==> src/rtl/fp_pkg.sv <==
// fp_pkg: shared definitions for the parametrised floating-point add/sub core.
//   - state_t          : datapath sequencing states
//   - FLG_*            : bit positions inside the 4-bit flags word
//   - fp_qnan/inf/zero : canonical bit patterns for a given EXP_W/MAN_W.
//                        The result is 64 bits wide; callers slice off the low W bits.
package fp_pkg;

  typedef enum logic [2:0] {
    IDLE   = 3'd0,
    ALIGN  = 3'd1,
    ADDSUB = 3'd2,
    NORM   = 3'd3,
    ROUND  = 3'd4
  } state_t;

  localparam int FLG_INV = 3;
  localparam int FLG_OVF = 2;
  localparam int FLG_UNF = 1;
  localparam int FLG_INX = 0;

  // Puts an all-ones exponent field at its position in the word.
  function automatic logic [63:0] fp_exp_ones(input int exp_w, input int man_w);
    logic [63:0] ones;
    ones = {64{1'b1}};
    return (~(ones << exp_w)) << man_w;
  endfunction

  // Quiet NaN: sign 0, all-ones exponent, fraction MSB set.
  function automatic logic [63:0] fp_qnan(input int exp_w, input int man_w);
    return fp_exp_ones(exp_w, man_w) | (64'd1 << (man_w - 1));
  endfunction

  // Signed infinity.
  function automatic logic [63:0] fp_inf(input logic sign, input int exp_w, input int man_w);
    return ({63'd0, sign} << (exp_w + man_w)) | fp_exp_ones(exp_w, man_w);
  endfunction

  // Signed zero.
  function automatic logic [63:0] fp_zero(input logic sign, input int exp_w, input int man_w);
    return {63'd0, sign} << (exp_w + man_w);
  endfunction

endpackage

==> src/rtl/fp_lzc.sv <==
// fp_lzc: combinational leading-zero counter.
//   i_data  [WIDTH-1:0] : value to scan, MSB first
//   o_count [CW-1:0]    : number of leading zeros (WIDTH when i_data is zero)
module fp_lzc
  import fp_pkg::*;
#(
  parameter int WIDTH = 27,
  localparam int CW = $clog2(WIDTH + 1)
) (
  input  logic [WIDTH-1:0] i_data,
  output logic [CW-1:0]    o_count
);

  // The highest set bit is scanned last, so its count wins.
  always_comb begin
    o_count = CW'(WIDTH);
    for (int i = 0; i < WIDTH; i++) begin
      if (i_data[i]) o_count = CW'(WIDTH - 1 - i);
      else           o_count = o_count;
    end
  end

endmodule

==> src/rtl/fp_addsub_param.sv <==
// fp_addsub_param: parametrised floating-point adder/subtractor with a fixed
// 4-cycle datapath (IDLE -> ALIGN -> ADDSUB -> NORM -> ROUND -> IDLE).
// Denormal inputs are flushed to zero. Optional macro FP_ROUND_RNE_EN selects
// round-to-nearest-even. Without it the result is truncated.
//   clock, reset       : rising-edge clock, async active-low reset
//   start, op          : request (taken only when idle), 0 = add, 1 = subtract
//   data_a, data_b [W] : operands, latched on the accepting edge
//   busy, ready        : in-progress flag, one-cycle result strobe
//   data_o [W], flags  : result and {invalid, overflow, underflow, inexact}
// W must not exceed 64.
module fp_addsub_param
  import fp_pkg::*;
#(
  parameter int EXP_W = 8,
  parameter int MAN_W = 23,
  localparam int W = 1 + EXP_W + MAN_W
) (
  input  logic         clock,
  input  logic         reset,
  input  logic         start,
  input  logic         op,
  input  logic [W-1:0] data_a,
  input  logic [W-1:0] data_b,
  output logic         busy,
  output logic         ready,
  output logic [W-1:0] data_o,
  output logic [3:0]   flags
);

  // The significand layout is {hidden, fraction, guard, round, sticky}.
  localparam int SW  = MAN_W + 4;
  localparam int LZW = $clog2(SW + 1);
  localparam int XW  = EXP_W + LZW + 2;  // signed exponent with head-room both ways

  localparam logic [63:0]          QNAN64    = fp_qnan(EXP_W, MAN_W);
  localparam logic [63:0]          INF64     = fp_inf(1'b0, EXP_W, MAN_W);
  localparam logic [63:0]          ZERO64    = fp_zero(1'b0, EXP_W, MAN_W);
  localparam logic [W-1:0]         QNAN      = QNAN64[W-1:0];
  localparam logic [W-1:0]         INF       = INF64[W-1:0];
  localparam logic [W-1:0]         ZERO      = ZERO64[W-1:0];
  localparam logic [XW-1:0]        SHIFT_MAX = XW'(MAN_W + 3);
  localparam logic signed [XW-1:0] EMAX_X    = XW'((1 << EXP_W) - 1);
  localparam logic signed [XW-1:0] ONE_X     = XW'(1);
  localparam logic signed [XW-1:0] ZERO_X    = XW'(0);

  state_t                 r_state;
  logic [W-1:0]           r_a, r_b;
  logic                   r_sign, r_sub, r_zero, r_special;
  logic signed [XW-1:0]   r_exp;
  logic [SW-1:0]          r_ml, r_ms, r_m;
  logic [SW:0]            r_sum;
  logic [W-1:0]           r_spec_val;
  logic [3:0]             r_spec_flags;

  logic [EXP_W-1:0]       w_ea, w_eb, w_el, w_es;
  logic [MAN_W-1:0]       w_fa, w_fb, w_fl, w_fs;
  logic                   w_a_nan, w_b_nan, w_a_inf, w_b_inf, w_sl, w_special;
  logic [XW-1:0]          w_diff;
  logic [SW-1:0]          w_ml, w_ms0, w_ms, w_norm_m;
  logic [W-1:0]           w_spec_val, w_res;
  logic [3:0]             w_spec_flags, w_res_flags;
  logic [LZW-1:0]         w_lzc;
  logic signed [XW-1:0]   w_norm_e, w_exp_f;
  logic [MAN_W+1:0]       w_rnd;
  logic [MAN_W-1:0]       w_frac;
  logic                   w_inx;

  fp_lzc #(.WIDTH(SW)) u_lzc (
    .i_data  (r_sum[SW-1:0]),
    .o_count (w_lzc)
  );

  // ALIGN: decode, flush denormals, order by magnitude, shift the smaller operand.
  always_comb begin
    w_ea = r_a[W-2:MAN_W];
    w_eb = r_b[W-2:MAN_W];
    w_fa = (w_ea == '0) ? '0 : r_a[MAN_W-1:0];
    w_fb = (w_eb == '0) ? '0 : r_b[MAN_W-1:0];
    w_a_nan = (w_ea == '1) && (w_fa != '0);
    w_b_nan = (w_eb == '1) && (w_fb != '0);
    w_a_inf = (w_ea == '1) && (w_fa == '0);
    w_b_inf = (w_eb == '1) && (w_fb == '0);
    if ({w_ea, w_fa} >= {w_eb, w_fb}) begin
      w_sl = r_a[W-1]; w_el = w_ea; w_fl = w_fa; w_es = w_eb; w_fs = w_fb;
    end else begin
      w_sl = r_b[W-1]; w_el = w_eb; w_fl = w_fb; w_es = w_ea; w_fs = w_fa;
    end
    w_diff = {{(XW-EXP_W){1'b0}}, w_el - w_es};
    w_ml   = {(w_el != '0), w_fl, 3'b000};
    w_ms0  = {(w_es != '0), w_fs, 3'b000};
    // Bits shifted out are OR-ed into the sticky position.
    if (w_diff >= SHIFT_MAX) w_ms = {{(SW-1){1'b0}}, |w_ms0};
    else w_ms = (w_ms0 >> w_diff) | {{(SW-1){1'b0}}, |(w_ms0 & ~({SW{1'b1}} << w_diff))};

    w_special    = w_a_nan | w_b_nan | w_a_inf | w_b_inf;
    w_spec_flags = 4'b0000;
    if (w_a_nan || w_b_nan) begin
      w_spec_val = QNAN;
    end else if (w_a_inf && w_b_inf && (r_a[W-1] != r_b[W-1])) begin
      w_spec_val = QNAN;
      w_spec_flags[FLG_INV] = 1'b1;
    end else if (w_a_inf) begin
      w_spec_val = {r_a[W-1], INF[W-2:0]};
    end else begin
      w_spec_val = {r_b[W-1], INF[W-2:0]};
    end
  end

  // NORM: carry-out shifts right, otherwise left-justify on the leading one.
  always_comb begin
    if (r_sum[SW]) begin
      w_norm_m = {r_sum[SW:2], r_sum[1] | r_sum[0]};
      w_norm_e = r_exp + ONE_X;
    end else begin
      w_norm_m = r_sum[SW-1:0] << w_lzc;
      w_norm_e = r_exp - $signed({{(XW-LZW){1'b0}}, w_lzc});
    end
  end

  // ROUND: round the fraction, then pick zero / underflow / overflow / normal.
  always_comb begin
    w_inx = |r_m[2:0];
`ifdef FP_ROUND_RNE_EN
    w_rnd = {1'b0, r_m[SW-1:3]}
          + {{(MAN_W+1){1'b0}}, r_m[2] & (r_m[1] | r_m[0] | r_m[3])};
`else
    w_rnd = {1'b0, r_m[SW-1:3]};
`endif
    // A round carry yields 10.00..0: fraction is zero, exponent bumps by one.
    if (w_rnd[MAN_W+1]) begin
      w_frac  = w_rnd[MAN_W:1];
      w_exp_f = r_exp + ONE_X;
    end else begin
      w_frac  = w_rnd[MAN_W-1:0];
      w_exp_f = r_exp;
    end
    w_res_flags = 4'b0000;
    if (r_special) begin
      w_res       = r_spec_val;
      w_res_flags = r_spec_flags;
    end else if (r_zero) begin
      w_res = r_sub ? ZERO : {r_sign, ZERO[W-2:0]};
    end else if (w_exp_f <= ZERO_X) begin
      w_res = {r_sign, ZERO[W-2:0]};
      w_res_flags[FLG_UNF] = 1'b1;
      w_res_flags[FLG_INX] = 1'b1;
    end else if (w_exp_f >= EMAX_X) begin
      w_res = {r_sign, INF[W-2:0]};
      w_res_flags[FLG_OVF] = 1'b1;
      w_res_flags[FLG_INX] = 1'b1;
    end else begin
      w_res = {r_sign, w_exp_f[EXP_W-1:0], w_frac};
      w_res_flags[FLG_INX] = w_inx;
    end
  end

  // Sequencer and datapath registers, including the registered outputs.
  always_ff @(posedge clock or negedge reset) begin
    if (!reset) begin
      r_state <= IDLE;
      busy <= 1'b0; ready <= 1'b0; data_o <= '0; flags <= 4'b0000;
      r_a <= '0; r_b <= '0; r_sign <= 1'b0; r_sub <= 1'b0; r_zero <= 1'b0;
      r_special <= 1'b0; r_exp <= '0; r_ml <= '0; r_ms <= '0; r_m <= '0;
      r_sum <= '0; r_spec_val <= '0; r_spec_flags <= 4'b0000;
    end else begin
      case (r_state)
        IDLE: begin
          ready <= 1'b0;
          if (start) begin
            r_a     <= data_a;
            r_b     <= {data_b[W-1] ^ op, data_b[W-2:0]};  // subtract = add negated B
            busy    <= 1'b1;
            r_state <= ALIGN;
          end else begin
            busy <= 1'b0;
          end
        end
        ALIGN: begin
          r_sign       <= w_sl;
          r_sub        <= r_a[W-1] ^ r_b[W-1];
          r_exp        <= {{(XW-EXP_W){1'b0}}, w_el};
          r_ml         <= w_ml;
          r_ms         <= w_ms;
          r_special    <= w_special;
          r_spec_val   <= w_spec_val;
          r_spec_flags <= w_spec_flags;
          r_state      <= ADDSUB;
        end
        ADDSUB: begin
          // Operands are ordered, so the difference never goes negative.
          r_sum   <= r_sub ? ({1'b0, r_ml} - {1'b0, r_ms}) : ({1'b0, r_ml} + {1'b0, r_ms});
          r_state <= NORM;
        end
        NORM: begin
          r_m     <= w_norm_m;
          r_exp   <= w_norm_e;
          r_zero  <= (r_sum == '0);
          r_state <= ROUND;
        end
        ROUND: begin
          data_o  <= w_res;
          flags   <= w_res_flags;
          ready   <= 1'b1;
          busy    <= 1'b0;
          r_state <= IDLE;
        end
        default: begin
          busy    <= 1'b0;
          ready   <= 1'b0;
          r_state <= IDLE;
        end
      endcase
    end
  end

endmodule

==> config.mk <==
export PLATFORM = sky130hd
export DESIGN_NAME = fp_addsub_param
export DESIGN_NICKNAME = d
export VERILOG_FILES = /design/src/rtl/fp_pkg.sv /design/src/rtl/fp_lzc.sv /design/src/rtl/fp_addsub_param.sv
export SDC_FILE = /design/constraint.sdc
export NUM_CORES = 1
export LEC_CHECK = 0
export ABC_AREA = 1
export BUFFER_PORTS_ARGS = -buffer_cell sky130_fd_sc_hd__buf_2
export CAP_MARGIN = 40
export CORE_MARGIN = 4
export CORE_UTILIZATION = 25
export CTS_CLUSTER_DIAMETER = 60
export CTS_CLUSTER_SIZE = 20
export DETAILED_ROUTE_END_ITERATION = 10
export HOLD_SLACK_MARGIN = 0.15
export PLACE_DENSITY = 0.37
export SYNTH_ARGS = -nofsm -noshare
export SYNTH_HDL_FRONTEND = slang
export SYNTH_SLANG_ARGS = --single-unit
==> constraint.sdc <==
create_clock -name clock -period 14.15 [get_ports clock]
set_clock_uncertainty 0.1 [all_clocks]
set_input_delay 4.245 -clock clock [delete_from_list [all_inputs] [get_ports clock]]
set_output_delay 4.245 -clock clock [all_outputs]
set_load 0.02 [all_outputs]
; ---- After elaboration in Yosys (flattened, before gate mapping)
; Index checks and enable logic that the tools add are counted.
; W data, S select, Z words.
[op_classes]
eq_ne = 8
shift = 3
n_lt_le_gt_ge = 4
mux = 62
add_sub_neg = 5
reduce_logical = 23
n_bitwise = 9
[ops]
columns = operator, count
row1 = $mux W32, 6
row2 = $mux W23, 4
row3 = $mux W5, 16
row4 = $mux W31, 2
row5 = $logic_not A23 Y1, 2
row6 = $reduce_bool A23 Y1, 2
row7 = $mux W4, 8
row8 = $ge A31 B31 Y1, 1
row9 = $pmux W15 S2, 1
row10 = $add A27 B27 Y28, 1
row11 = $logic_not A28 Y1, 1
row12 = $mux W28, 1
row13 = $sub A27 B27 Y28, 1
row14 = $and A27 B27 Y27, 1
row15 = $mux W27, 1
row16 = $not A27 Y27, 1
row17 = $or A27 B1 Y27, 1
row18 = $reduce_or A27 Y1, 1
row19 = $shl A27 B5 Y26, 1
row20 = $shl A27 B8 Y27 const A, 1
row21 = $shr A27 B8 Y27, 1
row22 = $mux W26, 1
row23 = $reduce_or A24 Y1, 1
row24 = $eq A8 B8 Y1 const B, 2
row25 = 28 further kinds, 56
[totals]
register_bits = 262
out_inout_bits = 38
in_bits = 68

; ---- Depth between registers and ports, before layout
; Gate-level depths: netlist (run 1).
[logic_depth]
word_depth = 30
mapped_depth = 55
mapped_depth_nobuf = 55

; ---- Modules after synthesis
; Synthesis (run 1) repeated with hierarchy kept, for this count alone.
[unflattened]
cells_unflattened = 2589
area_unflattened_um2 = 17399.2
[modules_own_cells]
columns = module, cells_each, area_per_inst_um2, instances
row1 = fp_addsub_param, 2509, 17046.3, 1
row2 = fp_lzc, 80, 352.8, 1

; ---- Worst setup path before layout (run 1)
; OpenSTA, ideal clock, no wires.
[synth_path]
path_kind = input -> register
start = input start
end = register r_b[16]
required_ns = 13.917
arrival_time_ns = 5.149
stages = 5
path_buffers = 2
setup_slack_ns = 8.768
path_cell_list = nand3_1 clkinv_1 clkbuf_1 buf_1 o21ai_0
[synth_via]
elab_chain_cells = 1
[synth_rtl]
columns = element, line
row1 = start: declaration, fp_addsub_param.sv:20  ; input logic start,
row2 = $reduce_and A2 Y1 (no line), n/a
row3 = end signal: assignment, fp_addsub_param.sv:171  ; r_b <= {data_b[W-1] ^ op, data_b[W-2:0]};
row4 = end: declaration, fp_addsub_param.sv:47  ; logic [W-1:0] r_a, r_b;
; No other way between the ends.
; A chain may end at the register's enable or synchronous reset.

; ---- Final worst setup path (run 1)
[layout_path]
start = register r_b[27]
end = register r_ms[16]
[layout_via]
elab_chain_cells = 8
word_cells_on_any_way = 12
classes_between = add/sub: 1 / order compare: 2 / shift: 1 / mux: 5 / bitwise: 1 / reduce/logical: 2
[layout_rtl]
columns = element, line
row1 = $logic_not A8 Y1, fp_addsub_param.sv:78  ; w_fb = (w_eb == '0) ? '0 : r_b[MAN_W-1:0];
row2 = $mux W23, fp_addsub_param.sv:78
row3 = $ge A31 B31 Y1, fp_addsub_param.sv:83  ; if ({w_ea, w_fa} >= {w_eb, w_fb}) begin
row4 = $mux W8, fp_addsub_param.sv:83
row5 = $sub A8 B8 Y8 / $reduce_bool A8 Y1 (equally long branches), "fp_addsub_param.sv:88, fp_addsub_param.sv:90"
row6 = $shr A27 B8 Y27, fp_addsub_param.sv:93  ; else w_ms = (w_ms0 >> w_diff) | {{(SW-1){1'b0}}, |(w_ms0 & ~({SW{1'b1}} << w_diff))};
row7 = $or A27 B1 Y27, fp_addsub_param.sv:93
row8 = $mux W27 (*), fp_addsub_param.sv:92  ; if (w_diff >= SHIFT_MAX) w_ms = {{(SW-1){1'b0}}, |w_ms0};
row9 = end signal: assignment, fp_addsub_param.sv:183  ; r_ms <= w_ms;
row10 = end: declaration, fp_addsub_param.sv:50  ; logic [SW-1:0] r_ml, r_ms, r_m;
; Mark *: on every way between the ends. The rest lies on a longest branch, timed or not.

==> flow_metrics.tcl, run 1 <==
set metrics [dict create \
    synthArstFlopShare 1.00 \
    ios 106 \
    worst-r2r-setup-slack_ns 6.73 \
    setup_viol 0 \
    final_net_count 2847 \
    cts_setup_buffers 0 \
    min_period_ns 7.42 \
    path_clk_slew_ns 0.06 \
    hold_path_end "r_spec_val[31]$_DFFE_PN0P_" \
    postSynthCellCount 2637 \
    grt_first_pass_wirelength_um 107000 \
    hold_viol 0 \
    min_period_over_period 0.524 \
    port_buffers 105 \
    htreeDepth 1 \
    synth_top_family_by_area "simple AND/OR/NAND/NOR gates" \
    vias_per_cell 4.83 \
    via_count 17500 \
    coreArea_um2 69100 \
    synth_cell_types 58 \
    path_buf_inv 5 \
    cts_hold_buf 0 \
    crit_type "flip-flop to flip-flop" \
    synth_xor_area_frac 0.0165 \
    dr.first_iter.drc_count 1151 \
    synth_area_um2 17500 \
    cts_tree "yes" \
    synth_fa_ha_area_frac 0.0716 \
    syn-num-nets 2804 \
    gp_routability_congestion 0.883 \
    clockBufferDepth 3 \
    final.fill_count 7751 \
    totalWireLength_um 68600 \
    ys_ff_latch 233 \
    drive_above_1_share 0.0884 \
    maxCapViolCount 0 \
    relSlewSlack 0.356 \
    diodes 0 \
    cp.arrival_ns 7.76 \
    root_buffer "clkbuf_16" \
    antenna_found_initial 1 \
    synth_simple_gate_area_frac 0.324 \
    grt_start_max_net_pins 108 \
    r2r_cells 25 \
    required_ns 14.49 \
    syn_area_per_cell_um2 6.64 \
    ys_seq_area_frac 0.333 \
    slew_viol_final 0 \
    drc_errors 0 \
    fmax_ghz 0.135 \
    cts_sinks 233 \
    crit_path_end_kind "flip-flop" \
    mostFrequentLayoutCells "nand2_1 (833), o21ai_0 (263), inv_1 (254), dfrtp_1 (233), nand3_1 (228)" \
    synthToLayoutAreaGrowth_pct 14.8 \
    cts_made_buffers 30 \
    dr.pass1.iters 5 \
    regArea_um2 5830 \
    reg2reg_to "r_ms[16]$_DFFE_PN0P_" \
    start_util 0.254 \
    tns_ns 0 \
    grt_usage 0.181 \
    yosysWarnings 0 \
    final_common_cell "nand2_1" \
    rows 96 \
    die_w_um 273 \
    slowest_delay_ns 0.73 \
    dieArea_um2 74400 \
    wl_per_cell_um 18.9 \
    worstReg2RegStart "r_b[27]$_DFFE_PN0P_" \
    die_h_um 273 \
    min_path_type "flip-flop to flip-flop" \
    ant_nets 0 \
    hp-start "r_spec_val[31]$_DFFE_PN0P_" \
    muxShareOfSynthArea 0.000571 \
    worst_path_max_delay_cell "clkinv_1" \
    synth_edf_count 0 \
    post_cts_resized 0 \
    synth_flop_cell "dfrtp_1" \
    grt_pass1_vias 17500 \
    dpl.hpwl_um 52900 \
    cpLargestDelayFamily "simple AND/OR/NAND/NOR gates" \
    startpoint_type "flip-flop" \
    hold_depth 2 \
    synth_compound_gate_area_share 0.168 \
    max_slew.worst_pin.slew_ns 0.966 \
    rsz0062_at_grt "no" \
    clock_latency_ns 0.58 \
    crit_path_frequent_cell "nand2_1" \
    status "completed" \
    multi_input_area_um2 10200 \
    path_max_fanout 80 \
    overflow 0 \
]
## through the flow
stage	cells	hold slack (ns)	cell area, um2	util	worst slack, ns
global route	3635	0.395	20100	0.291	5.95
CTS	3635	0.379	20100	0.291	6.66
floorplan	2637	0.340	17500	-	8.77
global placement	3574	0.361	18900	0.274	6.74
detailed placement	3579	0.361	19000	0.275	6.69
finish	3635	0.373	20100	0.291	6.73
## final cells by class
class / instances / share of cell area
Clock inverter: 21 / 0.0145
Timing Repair Buffer: 135 / 0.0416
Multi-Input combinational cell: 2015 / 0.506
Clock buffer: 35 / 0.0403
Sequential cell: 233 / 0.290
Tap cell: 931 / 0.0579
Inverter: 265 / 0.0495
## synthesized netlist by cell type, types with 14 or more instances
library cell / instances / area [um2]
a21oi_1: 171 / 856
buf_2: 16 / 80.1
clkbuf_1: 95 / 357
dfrtp_1: 233 / 5830
ha_1: 97 / 1210
inv_1: 254 / 953
nand2_1: 833 / 3130
nand2_2: 16 / 100
nand3_1: 228 / 1140
nand4_1: 46 / 288
nor2_1: 165 / 619
nor3_1: 14 / 70.1
nor4_1: 17 / 106
o211ai_1: 14 / 105
o21ai_0: 263 / 1320
o22ai_1: 18 / 113
xor2_1: 28 / 245
## cell families after synthesis
group | after synthesis
AO/OA/AOI/OAI | 540
AND/OR/NAND/NOR | 1342
buffers and inverters | 389
flip-flops | 233
adder cells (fa/ha/maj) | 99
XOR/XNOR | 33
multiplexers | 1
## layer usage
metal,track usage,vias to the layer above,part of all wire
met5,0,-,0
met4,0.0504,0,0.030
met3,0.0169,99,0.033
met2,0.310,390,0.48
met1,0.244,8267,0.46
li1,-,8793,-
## worst min-delay path: stages (launching register included)
cell     delay [ns]
dfrtp_1        0.34
nand2_1        0.05
nand2_1        0.05
## worst max path at each step
stage	from	cells past startpoint	endpoint	slack (ns)
after floorplan	start	5	r_b[16]$_DFFE_PN0P_	8.77
after global placement	r_b[27]$_DFFE_PN0P_	25	r_ms[16]$_DFFE_PN0P_	6.74
after detailed placement	r_b[27]$_DFFE_PN0P_	25	r_ms[16]$_DFFE_PN0P_	6.69
after CTS	r_b[27]$_DFFE_PN0P_	25	r_ms[16]$_DFFE_PN0P_	6.66
after global routing	r_b[25]$_DFFE_PN0P_	25	r_ms[16]$_DFFE_PN0P_	5.95
final	r_b[27]$_DFFE_PN0P_	25	r_ms[16]$_DFFE_PN0P_	6.73
## flip-flops by register name, indices dropped and copies added (netlist names), 15 cells and up
| name | count |
|---|---|
| r_ms | 27 |
| r_ml | 24 |
| data_o | 32 |
| r_b | 32 |
| r_sum | 28 |
| r_a | 32 |
| r_exp | 15 |
| r_m | 26 |
Power of run 1 is left out: the tool's default activity adds up to more than one toggle a clock period on the data nets, which glitch-free logic cannot reach.
==> run 2: changes to the inputs <==
--- a/config.mk
+++ b/config.mk
@@ -14,7 +14,7 @@
 export CTS_CLUSTER_SIZE = 20
 export DETAILED_ROUTE_END_ITERATION = 10
 export HOLD_SLACK_MARGIN = 0.15
-export PLACE_DENSITY = 0.37
+export PLACE_DENSITY = 0.38
 export SYNTH_ARGS = -nofsm -noshare
 export SYNTH_HDL_FRONTEND = slang
 export SYNTH_SLANG_ARGS = --single-unit
==> constraint.sdc (replaced) <==
create_clock -name clock -period 6.8 [get_ports clock]
set_clock_uncertainty 0.1 [all_clocks]
set_input_delay 2.04 -clock clock [delete_from_list [all_inputs] [get_ports clock]]
set_output_delay 2.04 -clock clock [all_outputs]
set_load 0.02 [all_outputs]
==> flow_metrics.tcl, run 2 (synthesis gave the netlist of run 1 again) <==
set metrics [dict create \
    status "completed" \
    dr.pass1.iters 5 \
    worst_path_max_delay_cell "inv_1" \
    gp_routability_congestion 0.900 \
    min_period_over_period 0.886 \
    final_net_count 2853 \
    coreArea_um2 69100 \
    grt_first_pass_wirelength_um 106000 \
    drive_above_1_share 0.0911 \
    top_regs "data_o x32, r_a x32, r_b x32" \
    dpl.hpwl_um 52900 \
    diodes 0 \
    cts_setup_buffers 0 \
    vias_per_cell 4.84 \
    wl_per_cell_um 18.8 \
    final_common_cell "nand2_1" \
    drc_errors 0 \
    cpLargestDelayFamily "simple AND/OR/NAND/NOR gates" \
    min_path_type "flip-flop to flip-flop" \
    die_w_um 273 \
    path_buf_inv 4 \
    post_cts_resized 0 \
    totalWireLength_um 68500 \
    worstReg2RegStart "r_b[23]$_DFFE_PN0P_" \
    htreeDepth 1 \
    grt_usage 0.180 \
    cp-startpoint "r_b[23]$_DFFE_PN0P_" \
    path_clk_slew_ns 0.07 \
    fin_ws_ns 0.776 \
    startpoint_type "flip-flop" \
    worst-r2r-setup-slack_ns 0.78 \
    grt_pass1_vias 17500 \
    rows 96 \
    hp-start "r_m[4]$_DFFE_PN0P_" \
    maxCapViolCount 0 \
    overflow 0 \
    relSlewSlack 0.399 \
    final.fill_count 7735 \
    path_max_fanout 23 \
    synthToLayoutAreaGrowth_pct 15.1 \
    port_buffers 105 \
    die_h_um 273 \
    cts_sinks 233 \
    slew_viol_final 0 \
    fmax_ghz 0.166 \
    mostFrequentLayoutCells "nand2_1 (833), o21ai_0 (263), inv_1 (254), dfrtp_1 (233), nand3_1 (228)" \
    start_util 0.254 \
    clock_latency_ns 0.61 \
    hold_viol 0 \
    required_ns 7.17 \
    crit_path_frequent_cell "nand2_1" \
    min_period_ns 6.02 \
    tns_ns 0 \
    rsz0062_at_grt "no" \
    cts_hold_buf 0 \
    antenna_found_initial 0 \
    clockBufferDepth 3 \
    crit_path_end_kind "flip-flop" \
    root_buffer "clkbuf_16" \
    setup_viol 0 \
    cp.arrival_ns 6.39 \
    dp_slack_ns 0.812 \
    ant_nets 0 \
    dieArea_um2 74400 \
    ios 106 \
    via_count 17600 \
    cts_made_buffers 31 \
    slowest_delay_ns 0.49 \
    dr.first_iter.drc_count 1206 \
    cts_tree "yes" \
    crit_type "flip-flop to flip-flop" \
    max_slew.worst_pin.slew_ns 0.901 \
    grt_start_max_net_pins 104 \
]
## run 2: changes by cell type in the layout (fill, tap and decap cells not counted), moves of 2 or more
cell,change
clkbuf_8,-2
buf_2,+3
inv_12,+2
inv_8,+4
clkinv_2,-4
clkinv_4,+2
buf_4,+3
## run 2: worst min-delay path: stages (launching register included)
cell	delay (ns)
dfrtp_1	0.34
nand2_1	0.05
nand2_1	0.05
## run 2: path summary, 6_finish.rpt
kind / to / depth (start not counted)
max in group asynchronous: r_m[13]$_DFFE_PN0P_ / 2
max reg2reg: r_ms[0]$_DFFE_PN0P_ / 31
max: r_ms[0]$_DFFE_PN0P_ / 31
min: r_m[4]$_DFFE_PN0P_ / 2
min in group asynchronous: r_exp[11]$_DFFE_PN0P_ / 1
min reg2reg: r_m[4]$_DFFE_PN0P_ / 2
## run 2: through the flow
| step | std cells | area, um2 | hold slack [ns] | utilization |
|---|---|---|---|---|
| after CTS | 3642 | 20200 | 0.378 | 0.292 |
| after global placement | 3578 | 18900 | 0.359 | 0.274 |
| after detailed placement | 3584 | 19000 | 0.362 | 0.275 |
| after global routing | 3642 | 20200 | 0.400 | 0.292 |
| after floorplan | 2637 | 17500 | 0.340 | - |
| final | 3642 | 20200 | 0.378 | 0.292 |
## run 2: layer usage
metal	vias up	global-route usage	share of wire
met3	105	0.0162	0.033
met2	381	0.312	0.48
met5	-	0	0
li1	8828	-	-
met1	8303	0.237	0.45
met4	0	0.0598	0.038
## run 2: cell type report
cell class / count / area, um2 / area share
Clock buffer: 32 / 779 / 0.0387
Clock inverter: 26 / 362 / 0.0179
Tap cell: 931 / 1160 / 0.0578
Timing Repair Buffer: 140 / 851 / 0.0422
Sequential cell: 233 / 5830 / 0.289
Inverter: 265 / 995 / 0.0493
Multi-Input combinational cell: 2015 / 10200 / 0.505
Power of run 2 is left out for the same reason.
